===== config.mk =====
export PLATFORM = sky130hd
export DESIGN_NAME = cdb_arbiter
export DESIGN_NICKNAME = d
export VERILOG_FILES = /design/src/rtl/cdb_arbiter.sv
export SDC_FILE = /design/constraint.sdc
export NUM_CORES = 1
export LEC_CHECK = 0
export BUFFER_PORTS_ARGS = -buffer_cell sky130_fd_sc_hd__buf_2
export CAP_MARGIN = 20
export CORE_UTILIZATION = 40
export DETAILED_ROUTE_END_ITERATION = 10
export GPL_TIMING_DRIVEN = 1
export SYNTH_ARGS = -nofsm -noshare
export SYNTH_HDL_FRONTEND = slang
export SYNTH_SLANG_ARGS = --single-unit

===== constraint.sdc =====
create_clock -name clk -period 2.5 [get_ports clk]
set_input_delay 0.625 -clock clk [delete_from_list [all_inputs] [get_ports clk]]
set_output_delay 0.625 -clock clk [all_outputs]
set_load 0.05 [all_outputs]

===== src/rtl/cdb_arbiter.sv =====
// -----------------------------------------------------------------------------
// cdb_arbiter
//
// Purpose:
//   Shares the single common data bus (CDB) among the result producers
//   (index 0 = ALU, 1 = LSB, 2 = Branch). Each producer hands a {tag, data}
//   result over a valid/ready handshake into its own one-entry holding
//   buffer. Every cycle at most one buffered result wins and is driven onto
//   the registered CDB outputs, which feed every RS/ROB snoop port.
//   A mispredict flush (clear) discards everything pending.
//
// Configuration:
//   CDB_ARB_RR_EN  defined   -> round-robin arbitration starting at r_rr_ptr
//                  undefined -> fixed priority, lowest index wins
//                               (ALU > LSB > Branch); no pointer exists.
//
// Ports:
//   clk        in   clock
//   rst        in   synchronous active-high reset
//   rdy        in   global ready; 0 freezes all state
//   clear      in   synchronous flush, has priority over rdy
//   req_valid  in   [NUM_SRC]         per-source result valid
//   req_tag    in   [NUM_SRC*TAG_W]   per-source ROB tag, source i at [i*TAG_W +: TAG_W]
//   req_data   in   [NUM_SRC*DATA_W]  per-source result, source i at [i*DATA_W +: DATA_W]
//   req_ready  out  [NUM_SRC]         per-source accept (combinational)
//   cdb_valid  out  broadcast valid (one-cycle pulse per winner)
//   cdb_tag    out  [TAG_W]           broadcast ROB tag
//   cdb_data   out  [DATA_W]          broadcast data
//   cdb_src    out  [NUM_SRC]         one-hot source of the current broadcast
// -----------------------------------------------------------------------------
module cdb_arbiter #(
  parameter int NUM_SRC = 3,
  parameter int TAG_W   = 4,
  parameter int DATA_W  = 32
) (
  input  logic                      clk,
  input  logic                      rst,
  input  logic                      rdy,
  input  logic                      clear,
  input  logic [NUM_SRC-1:0]        req_valid,
  input  logic [NUM_SRC*TAG_W-1:0]  req_tag,
  input  logic [NUM_SRC*DATA_W-1:0] req_data,
  output logic [NUM_SRC-1:0]        req_ready,
  output logic                      cdb_valid,
  output logic [TAG_W-1:0]          cdb_tag,
  output logic [DATA_W-1:0]         cdb_data,
  output logic [NUM_SRC-1:0]        cdb_src
);

  // ---------------------------------------------------------------------------
  // State
  // ---------------------------------------------------------------------------
  logic [NUM_SRC-1:0] r_buf_valid;
  logic [TAG_W-1:0]   r_buf_tag  [NUM_SRC];
  logic [DATA_W-1:0]  r_buf_data [NUM_SRC];

  logic               r_cdb_valid;
  logic [TAG_W-1:0]   r_cdb_tag;
  logic [DATA_W-1:0]  r_cdb_data;
  logic [NUM_SRC-1:0] r_cdb_src;

  // ---------------------------------------------------------------------------
  // Combinational signals
  // ---------------------------------------------------------------------------
  logic               w_block;
  logic [NUM_SRC-1:0] w_grant;
  logic [NUM_SRC-1:0] w_accept;
  logic               w_found;
  logic [TAG_W-1:0]   w_req_tag  [NUM_SRC];
  logic [DATA_W-1:0]  w_req_data [NUM_SRC];
  logic [TAG_W-1:0]   w_win_tag;
  logic [DATA_W-1:0]  w_win_data;

  // Nothing may be accepted while in reset, flushing or stalled; inputs
  // presented in such a cycle are simply not taken.
  assign w_block = rst | clear | ~rdy;

  // ---------------------------------------------------------------------------
  // Per-source input unpacking and ready generation
  // ---------------------------------------------------------------------------
  generate
    for (genvar gi = 0; gi < NUM_SRC; gi++) begin : g_src
      assign w_req_tag[gi]  = req_tag[gi*TAG_W +: TAG_W];
      assign w_req_data[gi] = req_data[gi*DATA_W +: DATA_W];
      // A granted buffer empties on this edge, so it can take a new entry
      // at the same time: a winning source sustains one result per cycle.
      assign req_ready[gi]  = ~w_block & (~r_buf_valid[gi] | w_grant[gi]);
    end
  endgenerate

  assign w_accept = req_valid & req_ready;

  // ---------------------------------------------------------------------------
  // Arbitration
  // ---------------------------------------------------------------------------
`ifdef CDB_ARB_RR_EN
  localparam int PTR_W = (NUM_SRC > 1) ? $clog2(NUM_SRC) : 1;

  logic [PTR_W-1:0] r_rr_ptr;
  logic [PTR_W-1:0] w_win_idx;
  logic [PTR_W-1:0] w_rr_next;

  // Round-robin as two priority passes: first the indices at or above the
  // pointer, then the ones below it (the wrap-around part of the search).
  always_comb begin
    w_grant   = '0;
    w_found   = 1'b0;
    w_win_idx = '0;
    for (int i = 0; i < NUM_SRC; i++) begin
      if (!w_found && r_buf_valid[i] && (i >= int'(r_rr_ptr))) begin
        w_grant[i] = 1'b1;
        w_win_idx  = PTR_W'(i);
        w_found    = 1'b1;
      end
    end
    for (int i = 0; i < NUM_SRC; i++) begin
      if (!w_found && r_buf_valid[i] && (i < int'(r_rr_ptr))) begin
        w_grant[i] = 1'b1;
        w_win_idx  = PTR_W'(i);
        w_found    = 1'b1;
      end
    end
  end

  assign w_rr_next = (w_win_idx == PTR_W'(NUM_SRC - 1)) ? '0
                                                        : PTR_W'(w_win_idx + 1'b1);
`else
  // Fixed priority: lowest-indexed valid buffer wins.
  always_comb begin
    w_grant = '0;
    w_found = 1'b0;
    for (int i = 0; i < NUM_SRC; i++) begin
      if (!w_found && r_buf_valid[i]) begin
        w_grant[i] = 1'b1;
        w_found    = 1'b1;
      end
    end
  end
`endif

  // Winner mux: grant is one-hot, so an AND-OR reduction selects the entry.
  always_comb begin
    w_win_tag  = '0;
    w_win_data = '0;
    for (int i = 0; i < NUM_SRC; i++) begin
      if (w_grant[i]) begin
        w_win_tag  = w_win_tag  | r_buf_tag[i];
        w_win_data = w_win_data | r_buf_data[i];
      end
    end
  end

  // ---------------------------------------------------------------------------
  // Sequential state: buffers, CDB output registers, round-robin pointer
  // ---------------------------------------------------------------------------
  always_ff @(posedge clk) begin
    if (rst || clear) begin
      // Both reset and flush drop any pending result so it is never broadcast.
      r_buf_valid <= '0;
      r_cdb_valid <= 1'b0;
      r_cdb_tag   <= '0;
      r_cdb_data  <= '0;
      r_cdb_src   <= '0;
`ifdef CDB_ARB_RR_EN
      r_rr_ptr    <= '0;
`endif
    end else if (rdy) begin
      for (int i = 0; i < NUM_SRC; i++) begin
        // A new entry on the same edge as a grant replaces the old one.
        if (w_accept[i]) begin
          r_buf_valid[i] <= 1'b1;
          r_buf_tag[i]   <= w_req_tag[i];
          r_buf_data[i]  <= w_req_data[i];
        end else if (w_grant[i]) begin
          r_buf_valid[i] <= 1'b0;
        end
      end

      if (w_found) begin
        r_cdb_valid <= 1'b1;
        r_cdb_tag   <= w_win_tag;
        r_cdb_data  <= w_win_data;
        r_cdb_src   <= w_grant;
`ifdef CDB_ARB_RR_EN
        r_rr_ptr    <= w_rr_next;
`endif
      end else begin
        r_cdb_valid <= 1'b0;
        r_cdb_tag   <= '0;
        r_cdb_data  <= '0;
        r_cdb_src   <= '0;
      end
    end
    // rdy = 0: everything holds, including a CDB pulse in progress.
  end

  assign cdb_valid = r_cdb_valid;
  assign cdb_tag   = r_cdb_tag;
  assign cdb_data  = r_cdb_data;
  assign cdb_src   = r_cdb_src;

endmodule


==> out/results.md <==
| Result | Reported |
| --- | --- |
| Hold Buf Count CTS | 0 |
| Buffer depth of the longest clock path | 2 |
| WP data required | 1.88 ns |
| Final std cells w/o fill | 663 |
| Worst Tran Pin Value | 0.524 ns |
| Internal | 4.25 mW |
| GRT Residual Overflow | 0 |
| Register-to-register setup slack | 0.69 ns |
| Pin count of the biggest net entering global routing | 63 |
| Share of synthesized area occupied by flip-flops and latches | 74.4% |
| TritonCTS clock tree | done |
| Antenna cells | 0 |
| Leakage power total | 2.90 nW |
| Die height | 119 microns |
| Post-layout min period | 2.26 ns |
| Peak clock frequency supported by timing | 0.443 GHz |
| Floorplan Core Area | 0.0133 sq mm |
| Synth top area share | 58.8% |
| HP Class | input pin to flop |
| Via-to-Cell Ratio | 5.13 |
| Inst Count DP | 631 |
| Area leader, netlist | edfxtp_1 |
| Highest net fanout along the worst path | 23 |
| Iteration-0 DRC Markers | 193 |
| Setup CP Type | flop to output pin |
| Cells on worst reg2reg path | 4 |
| Post-synthesis cell area | 0.00551 sq mm |
| MaxCap Viol Count | 0 |
| Element type at the critical path start | flop |
| Synth-to-layout area growth | 27.2% |
| Detailed Route WL | 12200 microns |
| Post-synthesis net count | 431 |
| Number of CTS-inserted buffers | 17 |
| Source-to-sink clock delay at the later pin of the worst-skew pair | 0.41 ns |
| Number of antenna violations at the first check in global routing | 0 |
| Sequential Power Share | 51.4% |
| Number of warnings printed during yosys synthesis | 0 |
| Setup TNS | 0 ns |
| Switching Power | 1.09 mW |
| Number of cell rows | 42 |
| Number of sinks on the clock net | 151 |
| Crit. End Element | output pin |
| Number of global-route vias before repair | 3444 |
| Cell count after synthesis | 316 |
| Dpl ws | 0.310 ns |
| Design Area, Final | 0.00701 sq mm |
| Mux share of post-synthesis cell area | 0.363% |
| Number of vias after detailed routing | 3398 |
| Die Area | 0.0143 sq mm |
| Final-report setup violation count | 0 |
| RSZ-0062 raised after global routing | false |
| Die extent in x | 119 microns |
| Initial core utilization | 41.3% |
| Final nets | 589 |
| Top post-synthesis cells by area | edfxtp_1, dfxtp_1, a32o_2 |
| Combinational share of power | 4.6% |
| Compound-Gate Fraction of Synth Area | 14.9% |
| Fraction of power consumed by the clock network | 43.9% |
| Area share of xor/xnor cells in the synthesized design | 0% |
| Global-route wire length before repair | 19100 microns |
| Number of hold violations in the final report | 0 |
| Detail-routed net length per standard cell | 18.4 microns |
| Overall routing resource usage | 18.2% |
| Number of slew-limit violations in the final report | 0 |
| Clock input transition at the sequential cells of the worst setup and hold paths | 0.06 ns |
| Number of H-tree levels | 4 |
| CTS Root Buffer Type | clkbuf_16 |
| Run status | complete, no violations |
| Antenna Violating Nets Remaining | 0 |
| Total power divided by cell area | 762 mW/mm^2 |
| Fraction of power spent switching nets | 20.5% |
| Cell area after placement | 0.00645 sq mm |
| Distinct cells, synth | 29 |
| Largest vdd supply drop | 614 uV |
| Final worst-path cycle share | 90.2% |
| DPL Wire Length | 7570 microns |
| Post-Synth Simple-Gate Area | 6.13% |
| Layout Skew | 0.00728 ns |
| Synth Area per Inst | 17.4 sq um |
| DRT Pass-1 Iters | 4 |
| Post-route DRC | 0 |
| Buffers inserted by post-CTS timing repair | 0 |
| Setup slack of the critical path after layout | 0.244 ns |
| Count of port buffers added during placement | 157 |
| #FFs+latches synth | 151 |
| Slew margin rel. | 65.1% |
| Placer congestion estimate | 0.770 |
| Number of top-level pins | 158 |
| Number of cells traversed by the worst hold path | 1 |
| Final-layout worst hold slack | 0.385 ns |
| Arrival time worst endpoint | 1.63 ns |
| Fraction of the mapped netlist area in adder cells | 0% |
| CTS-repair resized insts | 0 |
| Share of cells above drive strength 1 | 50.1% |
| Largest family of logic cells by synthesized area | compound AO/OA/AOI/OAI gates |
-- final cells by class --
cell class | count | area [sq um]
Inverter | 1 | 3.75
Multi-Input combinational cell | 137 | 1200
Sequential cell | 151 | 4110
Clock buffer | 21 | 492
Fill cell | 1144 | 6330
Timing Repair Buffer | 166 | 928
Clock inverter | 11 | 67.6
Tap cell | 176 | 220
-- critical path, cell delays in order, from the launching register on --
cell     delay [ns]
dfxtp_2        0.66
o21ai_1        0.15
and2_2         0.21
buf_2          0.20
-- stage by stage --
step	util (%)	power [mW]
global placement	48.4	3.04
floorplan	-	2.92
finish	52.5	5.34
global route	52.5	5.54
detailed placement	48.4	3.05
CTS	52.5	5.41
-- kinds of logic (layout without fill, tap and decap cells) --
logic type             count (synthesis)  count (layout)
AO/OA/AOI/OAI                         81              81
buffers and inverters                 28             199
flip-flops                           151             151
multiplexers                           2               2
AND/OR/NAND/NOR                       54              54
-- state kept, by name, indices dropped and copies added (netlist names) --
| signal | cells |
|---|---|
| cdb_valid | 1 |
| cdb_src | 3 |
| cdb_tag | 4 |
| r_buf_valid | 3 |
| r_buf_data | 96 |
| r_buf_tag | 12 |
| cdb_data | 32 |
-- layout by cell type (no fill, tap or decap), types with 2 or more instances in the layout --
cell,count
buf_2,157
edfxtp_1,108
dfxtp_1,41
nand2b_1,36
a221o_1,36
a32o_2,36
clkbuf_16,18
buf_12,6
nand2_1,4
nor2_1,4
inv_4,4
clkinv_2,4
a21oi_1,3
clkbuf_8,3
clkinvlp_4,3
buf_4,3
o21ai_1,2
and2_2,2
and3_2,2
mux2i_1,2
dfxtp_2,2
-- cell usage after synthesis --
cell,instances
nor2b_1,1
and3_2,1
or2_1,1
nor2_1,4
a221o_1,36
and2_2,2
nor4bb_1,1
buf_4,1
and3_1,1
buf_12,3
a21o_1,1
and2_1,1
buf_2,2
a2bb2oi_1,1
buf_6,9
o31a_1,1
nand2_1,4
nor3b_4,1
nand2b_1,36
a21oi_1,3
edfxtp_1,108
nor2_2,1
clkbuf_1,12
o31ai_1,1
o21ai_1,2
mux2i_1,2
a32o_2,36
inv_1,1
dfxtp_1,43
-- worst paths after layout --
check                                    from                     endpoint
setup / recovery  r_buf_valid[1]$_SDFFE_PN0P_                 req_ready[2]
hold / removal                   req_data[19]  r_buf_data[0][19]$_DFFE_PP_
setup reg to reg  r_buf_valid[1]$_SDFFE_PN0P_     cdb_data[5]$_SDFFE_PN0P_
hold reg to reg      cdb_data[1]$_SDFFE_PN0P_     cdb_data[1]$_SDFFE_PN0P_
-- power by group through the flow --
stage | Clock [mW] | Combinational [mW] | Sequential [mW]
6_report | 2.35 | 0.247 | 2.75
5_1_grt | 2.52 | 0.270 | 2.75
4_1_cts | 2.41 | 0.252 | 2.75
3_5_place_dp | 0 | 0.249 | 2.80
3_3_place_gp | 0 | 0.245 | 2.80
2_1_floorplan | 0 | 0.117 | 2.80
-- layer usage --
| metal | vias to the layer above | share of wire, % | track usage (%) |
|---|---|---|---|
| li1 | 1605 | - | - |
| met1 | 1661 | 42 | 22.4 |
| met2 | 125 | 50 | 30.1 |
| met3 | 7 | 6.7 | 5.99 |
| met4 | 0 | 0.80 | 6.25 |
| met5 | - | 0 | 0 |
Note: power is estimated with default switching activity, not from simulation.
